[src/rtl/l1_mem_arbiter.sv]
// l1_mem_arbiter: shares one cacheline-granular memory port between the L1
// instruction and data cache controllers, one transaction at a time.
// Optional macro ARB_ROUND_ROBIN_EN: when defined, a tie in IDLE goes to the
// side opposite the last grant; when undefined, the D-cache always wins a tie.
// Request address, op and writeback data are latched when the grant starts.
// The returned line lands in a per-side rdata register.
// The served side gets a one-cycle resp pulse.

module l1_mem_arbiter #(
  parameter int ADDR_WIDTH = 32,
  parameter int LINE_WIDTH = 256
) (
  input  logic                  clk,
  input  logic                  rst_n,
  input  logic                  i_read,
  input  logic [ADDR_WIDTH-1:0] i_address,
  output logic [LINE_WIDTH-1:0] i_rdata,
  output logic                  i_resp,
  input  logic                  d_read,
  input  logic                  d_write,
  input  logic [ADDR_WIDTH-1:0] d_address,
  input  logic [LINE_WIDTH-1:0] d_wdata,
  output logic [LINE_WIDTH-1:0] d_rdata,
  output logic                  d_resp,
  output logic                  mem_read,
  output logic                  mem_write,
  output logic [ADDR_WIDTH-1:0] mem_address,
  output logic [LINE_WIDTH-1:0] mem_wdata,
  input  logic [LINE_WIDTH-1:0] mem_rdata,
  input  logic                  mem_resp
);

  typedef enum logic [1:0] {IDLE, GRANT_I, GRANT_D, RESPOND} state_t;

  state_t state;
  logic   last_grant;   // 0: I-cache served last, 1: D-cache served last
  logic   resp_q;       // high for the single RESPOND cycle
  logic   d_req;
  logic   pick_d;

  // Decide which side an IDLE cycle would grant to
  always_comb begin
    d_req  = d_read | d_write;
    pick_d = d_req;
    if (d_req && i_read) begin
`ifdef ARB_ROUND_ROBIN_EN
      pick_d = ~last_grant;
`else
      pick_d = 1'b1;
`endif
    end
  end

  // The pulse goes to whichever side was just recorded as served
  assign i_resp = resp_q & ~last_grant;
  assign d_resp = resp_q &  last_grant;

  // Arbitration FSM with registered memory-side and response outputs
  always_ff @(posedge clk or negedge rst_n) begin
    if (!rst_n) begin
      state       <= IDLE;
      last_grant  <= 1'b0;
      resp_q      <= 1'b0;
      mem_read    <= 1'b0;
      mem_write   <= 1'b0;
      mem_address <= '0;
      mem_wdata   <= '0;
      i_rdata     <= '0;
      d_rdata     <= '0;
    end else begin
      case (state)
        IDLE: begin
          resp_q <= 1'b0;
          if (i_read || d_req) begin
            mem_address <= pick_d ? d_address : i_address;
            mem_write   <= pick_d & d_write;
            mem_read    <= ~(pick_d & d_write);
            if (pick_d && d_write) begin
              mem_wdata <= d_wdata;
            end
            state <= pick_d ? GRANT_D : GRANT_I;
          end
        end
        GRANT_I, GRANT_D: begin
          if (mem_resp) begin
            if (!mem_write) begin
              if (state == GRANT_D) begin
                d_rdata <= mem_rdata;
              end else begin
                i_rdata <= mem_rdata;
              end
            end
            mem_read   <= 1'b0;
            mem_write  <= 1'b0;
            last_grant <= (state == GRANT_D);
            resp_q     <= 1'b1;
            state      <= RESPOND;
          end
        end
        RESPOND: begin
          resp_q <= 1'b0;
          state  <= IDLE;
        end
        default: begin
          resp_q <= 1'b0;
          state  <= IDLE;
        end
      endcase
    end
  end

endmodule

[config.mk]
export PLATFORM = sky130hd
export DESIGN_NAME = l1_mem_arbiter
export DESIGN_NICKNAME = d
export VERILOG_FILES = /design/src/rtl/l1_mem_arbiter.sv
export SDC_FILE = /design/constraint.sdc
export NUM_CORES = 1
export LEC_CHECK = 0
export CAP_MARGIN = 40
export CORE_AREA = 8 8 534 536
export DETAILED_ROUTE_END_ITERATION = 8
export DIE_AREA = 0 0 542 544
export PLACE_DENSITY = 0.42
export RECOVER_POWER = 25
export SLEW_MARGIN = 20
export SYNTH_ARGS = -nofsm -noshare
export SYNTH_HDL_FRONTEND = slang
export SYNTH_SLANG_ARGS = --single-unit
export TNS_END_PERCENT = 1
[constraint.sdc]
create_clock -name clk -period 2.7 [get_ports clk]
set_input_delay 0.54 -clock clk [delete_from_list [all_inputs] [get_ports clk]]
set_output_delay 0.54 -clock clk [all_outputs]
set_load 0.01 [all_outputs]
==> flow_metrics.tcl, run 1 <==
set metrics [dict create \
    synth.most_common_cell "dfrtp_1" \
    slew_viol_final 0 \
    synth_edf_count 0 \
    finalClockSkew_ns 0.0563 \
    status "completed" \
    grt.busiest_layer "met2" \
    grt_max_degree 65 \
    p_comb_frac 0.484 \
    die_w_um 542 \
    seq_area_frac_synth 0.642 \
    critPathLaunch "mem_wdata[20]$_DFFE_PN0P_" \
    synth_cell_type_count 29 \
    fmax_mhz 394 \
    num_rows 194 \
    grt_util_all_layers 0.125 \
    rr_startpoint "state[0]$_DFFE_PN0P_" \
    cts_sinks 806 \
    critPathTopFamily "buffers and inverters" \
    drt_wl_total_mm 194 \
    slew_headroom 0.167 \
    final_cells 7142 \
    synth_top_area_frac 0.642 \
    numPlacedInstances 6917 \
    whs_ns 0.327 \
    synth_cells 1802 \
    die-area_um2 295000 \
    start_util 0.113 \
    place_hpwl_mm 166 \
    antenna_found_initial 177 \
    hold_start "d_wdata[151]" \
    cp-start-kind "flop" \
    yosysWarnings 0 \
    hp-class "in2reg" \
    n_fill_cell 30000 \
    synthesis.area_um2 31400 \
    drt_pre_antenna_iters 4 \
    post-place-ws_ns 0.0362 \
    io_pins 1386 \
    met3_usage 0.0943 \
    syn_avg_cell_area_um2 17.4 \
    ys.flop_type "dfrtp_1" \
    switchingPower_mw 24.3 \
    path_clk_slew_ns 0.06 \
    place.gp.congestion 0.920 \
    tns_ns 0 \
    arrival_ns 2.00 \
    power_report.internal_total_mw 46.3 \
    drtAntennaViolNets 0 \
    setup_viol 0 \
    grt_setup_unrepaired "no" \
    clk_path_buf_depth 4 \
    async_flop_share 1.00 \
    reg2reg_slack_ns 0.30 \
    vias 22400 \
    use_met1 0.124 \
    final_hold_viol_count 0 \
    cp_slowest_cell "clkdlybuf4s50_1" \
    reg2reg_depth 6 \
    drtIter0Drc 910 \
    drive_gt1_frac 0.301 \
    seqPwrFrac 0.314 \
    area_delta_synth_final_pct 70.8 \
    cts-buffers-inserted 105 \
    routed_via_density 3.13 \
    yosys.area.top_type "dfrtp_1" \
    drc 0 \
    use_met2 0.204 \
    fin_crit_sh 0.941 \
    wl_per_cell_um 27.2 \
    fin_crit_ns 2.54 \
    crit_path_cell_trace "clkdlybuf4s50_1" \
    worst-path-buf-inv 1 \
    end_kind "primary output" \
    insertion_delay_ns 0.80 \
    cts-root-buf "clkbuf_16" \
    fp.dieH_um 544 \
    peakVddDrop_mv 0.595 \
    critPathMaxFanout 2 \
    numPortBuffers 1385 \
    worstHoldPathCells 2 \
    globalRouteOverflowTotal 0 \
    core_area_um2 277000 \
    p_per_area_nw_per_um2 1310 \
    required_ns 2.16 \
    syn_nets 2387 \
    maxCapViolations 0 \
    synth-seq-cells 806 \
    p_sw_frac 0.344 \
    grt_first_pass_wirelength_mm 248 \
    synth_top_cells_by_count "dfrtp_1 (806), mux2_2 (529), mux2_4 (240)" \
    worst_slew_pin_slew_ns 1.25 \
    synth_area_leaders "dfrtp_1 (64%), mux2_2 (19%), mux2_4 (11%), buf_12 (1.4%), mux2i_1 (1.0%)" \
    fin_nets 3886 \
    slowest_delay_ns 0.85 \
    pwr-share-clk 0.202 \
    timing.final.ws_setup_ns 0.160 \
    cp.depth 1 \
    htreeDepth 3 \
    leakagePower_nw 21.5 \
    critPathKind "reg2out" \
    grt_pass1_vias 23900 \
    cts_tree "done" \
    cts_setup_buffers 0 \
]
-- flip-flops by register name, indices dropped and copies added (netlist names), 2 cells and up --
signal	cells
mem_wdata	256
d_rdata	256
mem_address	32
state	2
i_rdata	256
-- per-stage QoR --
stage	cell area, um2	util	total power [mW]
after floorplan	31400	-	36.0
after global placement	50400	0.182	57.1
after detailed placement	50400	0.182	57.4
after CTS	53900	0.194	72.3
after global routing	53600	0.193	74.2
final	53700	0.194	70.6
-- path summary, 6_finish.rpt --
path,endpoint
worst min-delay path,mem_wdata[151]$_DFFE_PN0P_
worst min register to register,resp_q$_DFFE_PN0P_
worst max register to register,i_rdata[83]$_DFFE_PN0P_
min in group asynchronous,mem_wdata[138]$_DFFE_PN0P_
worst max-delay path,mem_wdata[20]
max in group asynchronous,d_rdata[57]$_DFFE_PN0P_
-- power groups by stage --
stage / Clock (mW) / Combinational (mW) / Sequential, mW
finish: 14.3 / 34.1 / 22.2
global route: 15.3 / 35.9 / 23.0
CTS: 14.9 / 35.1 / 22.2
detailed placement: 0 / 35.0 / 22.3
global placement: 0 / 34.9 / 22.2
floorplan: 0 / 11.6 / 24.4
-- area by class of cell --
class                      count  area, um2  share of cell area
sequential                   806      20200               0.376
timing repair buffer        1490      14900               0.277
multi-input combinational    894      10400               0.194
tap                         3724       4660              0.0868
clock buffer                 148       3020              0.0563
clock inverter                32        433             0.00806
antenna                       44        110             0.00205
inverter                       4       15.0            0.000280
-- logic make-up after synthesis --
kind of cell,count (synthesis),synth area share
compound gates,47,0.00888
simple gates,43,0.00609
buf+inv,102,0.0279
mux,801,0.314
fa+ha+maj,3,0.00119
flops,806,0.642
-- repair_timing --
item / in CTS / in global routing
hold buffers: 1 / 0
gates resized for setup: 9 / 0
setup endpoints to repair: 9 / 0
hold endpoints to repair: 12 / 0
-- metal layers --
metal,routed length [um],share of wire
met5,1130,0.0058
met2,88900,0.46
met3,30700,0.16
met1,66300,0.34
met4,7010,0.036
-- layout by cell type, fill, tap and decap left out, drive strengths merged, types with 10 or more instances in the layout --
cell type | Yosys | layout
buf | 91 | 70
clkbuf | 7 | 186
clkdlybuf4s50 | 0 | 1372
clkinv | 0 | 16
dfrtp | 806 | 806
diode | 0 | 44
inv | 4 | 10
mux2 | 769 | 769
mux2i | 32 | 32
nand2 | 34 | 34
o21ai | 34 | 34
Power figures use the tool's default switching activity.
==> inputs of run 2 (changes only) <==
--- a/config.mk
+++ b/config.mk
@@ -5,6 +5,7 @@
 export SDC_FILE = /design/constraint.sdc
 export NUM_CORES = 1
 export LEC_CHECK = 0
+export ABC_AREA = 0
 export CAP_MARGIN = 40
 export CORE_AREA = 8 8 534 536
 export DETAILED_ROUTE_END_ITERATION = 8
==> results of run 2 <==
The final DEF is identical to that of run 1; final timing and power are the same.
==> inputs of run 3 (changes only) <==
--- a/config.mk
+++ b/config.mk
@@ -6,11 +6,9 @@
 export NUM_CORES = 1
 export LEC_CHECK = 0
 export ABC_AREA = 0
-export CAP_MARGIN = 40
 export CORE_AREA = 8 8 534 536
 export DETAILED_ROUTE_END_ITERATION = 8
 export DIE_AREA = 0 0 542 544
-export PLACE_DENSITY = 0.42
 export RECOVER_POWER = 25
 export SLEW_MARGIN = 20
 export SYNTH_ARGS = -nofsm -noshare
==> run 3 against run 2 <==
Compared with the run above:
- the flow now finishes with violations (max-capacitance violations, max-slew violations)
- wire length increased by 3.8%
- first-iteration DRC count increased by 11%
- fmax decreased by 0.60%
- die area unchanged
- non-clock buffer count increased by 22
- clock-buffer cell count decreased by 4
- largest cell class unchanged
- combinational power about the same
- clock skew decreased by 0.017 ns
- critical endpoint is now mem_wdata[6]
==> flow_metrics.tcl, run 3 (synthesis results as in run 1) <==
set metrics [dict create \
    cp_slowest_cell "clkdlybuf4s50_1" \
    die_w_um 542 \
    pwr-share-clk 0.194 \
    globalRouteOverflowTotal 0 \
    status "finished, violations left" \
    hp-class "in2reg" \
    slowest_delay_ns 0.85 \
    finalClockSkew_ns 0.0390 \
    p_comb_frac 0.487 \
    n_fill_cell 30000 \
    p_sw_frac 0.347 \
    cts_tree "done" \
    layout_commonest_cell "clkdlybuf4s50_1" \
    critPathKind "reg2out" \
    vias 22800 \
    place_hpwl_mm 175 \
    die-area_um2 295000 \
    leakagePower_nw 21.6 \
    htreeDepth 3 \
    slew_viol_final 48 \
    placed_cell_area_um2 50500 \
    switchingPower_mw 24.4 \
    core_area_um2 277000 \
    area_delta_synth_final_pct 71.1 \
    final_hold_viol_count 0 \
    seqPwrFrac 0.319 \
    arrival_ns 2.02 \
    antenna_found_initial 175 \
    drtAntennaViolNets 0 \
    reg.largest.list "d_rdata (256), i_rdata (256), mem_wdata (256)" \
    drive_gt1_frac 0.311 \
    drc 0 \
    fp.dieH_um 544 \
    numPortBuffers 1385 \
    fmax_mhz 391 \
    setup_viol 0 \
    grt_setup_unrepaired "no" \
    cts_setup_buffers 0 \
    violations "max-capacitance violations, max-slew violations" \
    drt_wl_total_mm 201 \
    critPathTopFamily "buffers and inverters" \
    io_pins 1386 \
    p_per_area_nw_per_um2 1310 \
    end_kind "primary output" \
    grt_max_degree 65 \
    post-route-util 0.194 \
    grt_first_pass_wirelength_mm 256 \
    cts_sinks 806 \
    fin_area_um2 53800 \
    slew_headroom -0.508 \
    crit_path_cell_trace "clkdlybuf4s50_1" \
    whs_ns 0.344 \
    wl_per_cell_um 28.2 \
    cp-start-kind "flop" \
    insertion_delay_ns 0.80 \
    fin_crit_ns 2.56 \
    path_clk_slew_ns 0.06 \
    fin_nets 3903 \
    num_rows 194 \
    peakVddDrop_mv 0.586 \
    fin_crit_sh 0.946 \
    routed_via_density 3.18 \
    start_util 0.113 \
    clk_path_buf_depth 4 \
    grt_util_all_layers 0.130 \
    grt_pass1_vias 24500 \
    power_report.internal_total_mw 45.9 \
    drtIter0Drc 1009 \
    drt_pre_antenna_iters 4 \
    final_cell_mix "clkdlybuf4s50_1 (1361), dfrtp_1 (806), mux2_2 (529)" \
    finalPower_mw 70.3 \
    cts-root-buf "clkbuf_16" \
    cts-buffers-inserted 100 \
    worst_slew_pin_slew_ns 2.26 \
    maxCapViolations 1 \
    critPathMaxFanout 2 \
    required_ns 2.16 \
    worst-path-buf-inv 1 \
    place.gp.congestion 0.910 \
]
==> run 3: final timing paths <==
kind                                             startpoint                           to  slack, ns  cells past startpoint
worst min-delay path                             d_wdata[6]     mem_wdata[6]$_DFFE_PN0P_       0.34                      2
worst min register to register  mem_address[13]$_DFFE_PN0P_  mem_address[13]$_DFFE_PN0P_       0.48                      2
worst max-delay path               mem_wdata[6]$_DFFE_PN0P_                 mem_wdata[6]       0.14                      1
min in group asynchronous                             rst_n      d_rdata[19]$_DFFE_PN0P_       1.00                      2
max in group asynchronous                             rst_n      i_rdata[87]$_DFFE_PN0P_       0.17                      3
worst max register to register         state[0]$_DFFE_PN0P_     d_rdata[100]$_DFFE_PN0P_       0.44                      6
==> run 3: layout make-up <==
cell class	instances	area (um2)	share of cell area
flip-flops and latches	806	20200	0.375
repair buffers	1512	15100	0.282
multi-input cells	894	10400	0.193
well taps	3724	4660	0.0867
clock buffers	144	2870	0.0533
clock inverters	36	429	0.00798
diodes	32	80.1	0.00149
inverters	4	15.0	0.000279
==> run 3: per-layer routing <==
layer  part of all wire  global-route usage
met4              0.032              0.0362
met3               0.16              0.0905
met2               0.46               0.213
met1               0.34               0.134
met5             0.0042                   0
==> run 3: power groups by stage <==
stage / Clock, mW / Sequential [mW] / Combinational [mW]
after floorplan: 0 / 24.4 / 11.6
after global placement: 0 / 22.3 / 35.1
after detailed placement: 0 / 22.5 / 35.4
after CTS: 14.2 / 22.4 / 35.5
after global routing: 14.6 / 23.1 / 36.2
final: 13.6 / 22.4 / 34.3
==> run 3: stage by stage <==
stage	TNS [ns]	setup WS (ns)	std cells
2_1_floorplan	0	0.829	1802
3_3_place_gp	-10.41	-0.0683	6939
3_5_place_dp	-11.32	-0.0816	6939
4_1_cts	0	0.00742	7120
5_1_grt	0	0.00460	7129
6_report	0	0.145	7152
==> run 3: timing repair <==
item                       CTS  global route
hold buffers                 1             0
gates resized for setup     13             1
pin swaps                    0             0
hold endpoints to repair    23             0
setup endpoints to repair   13             1
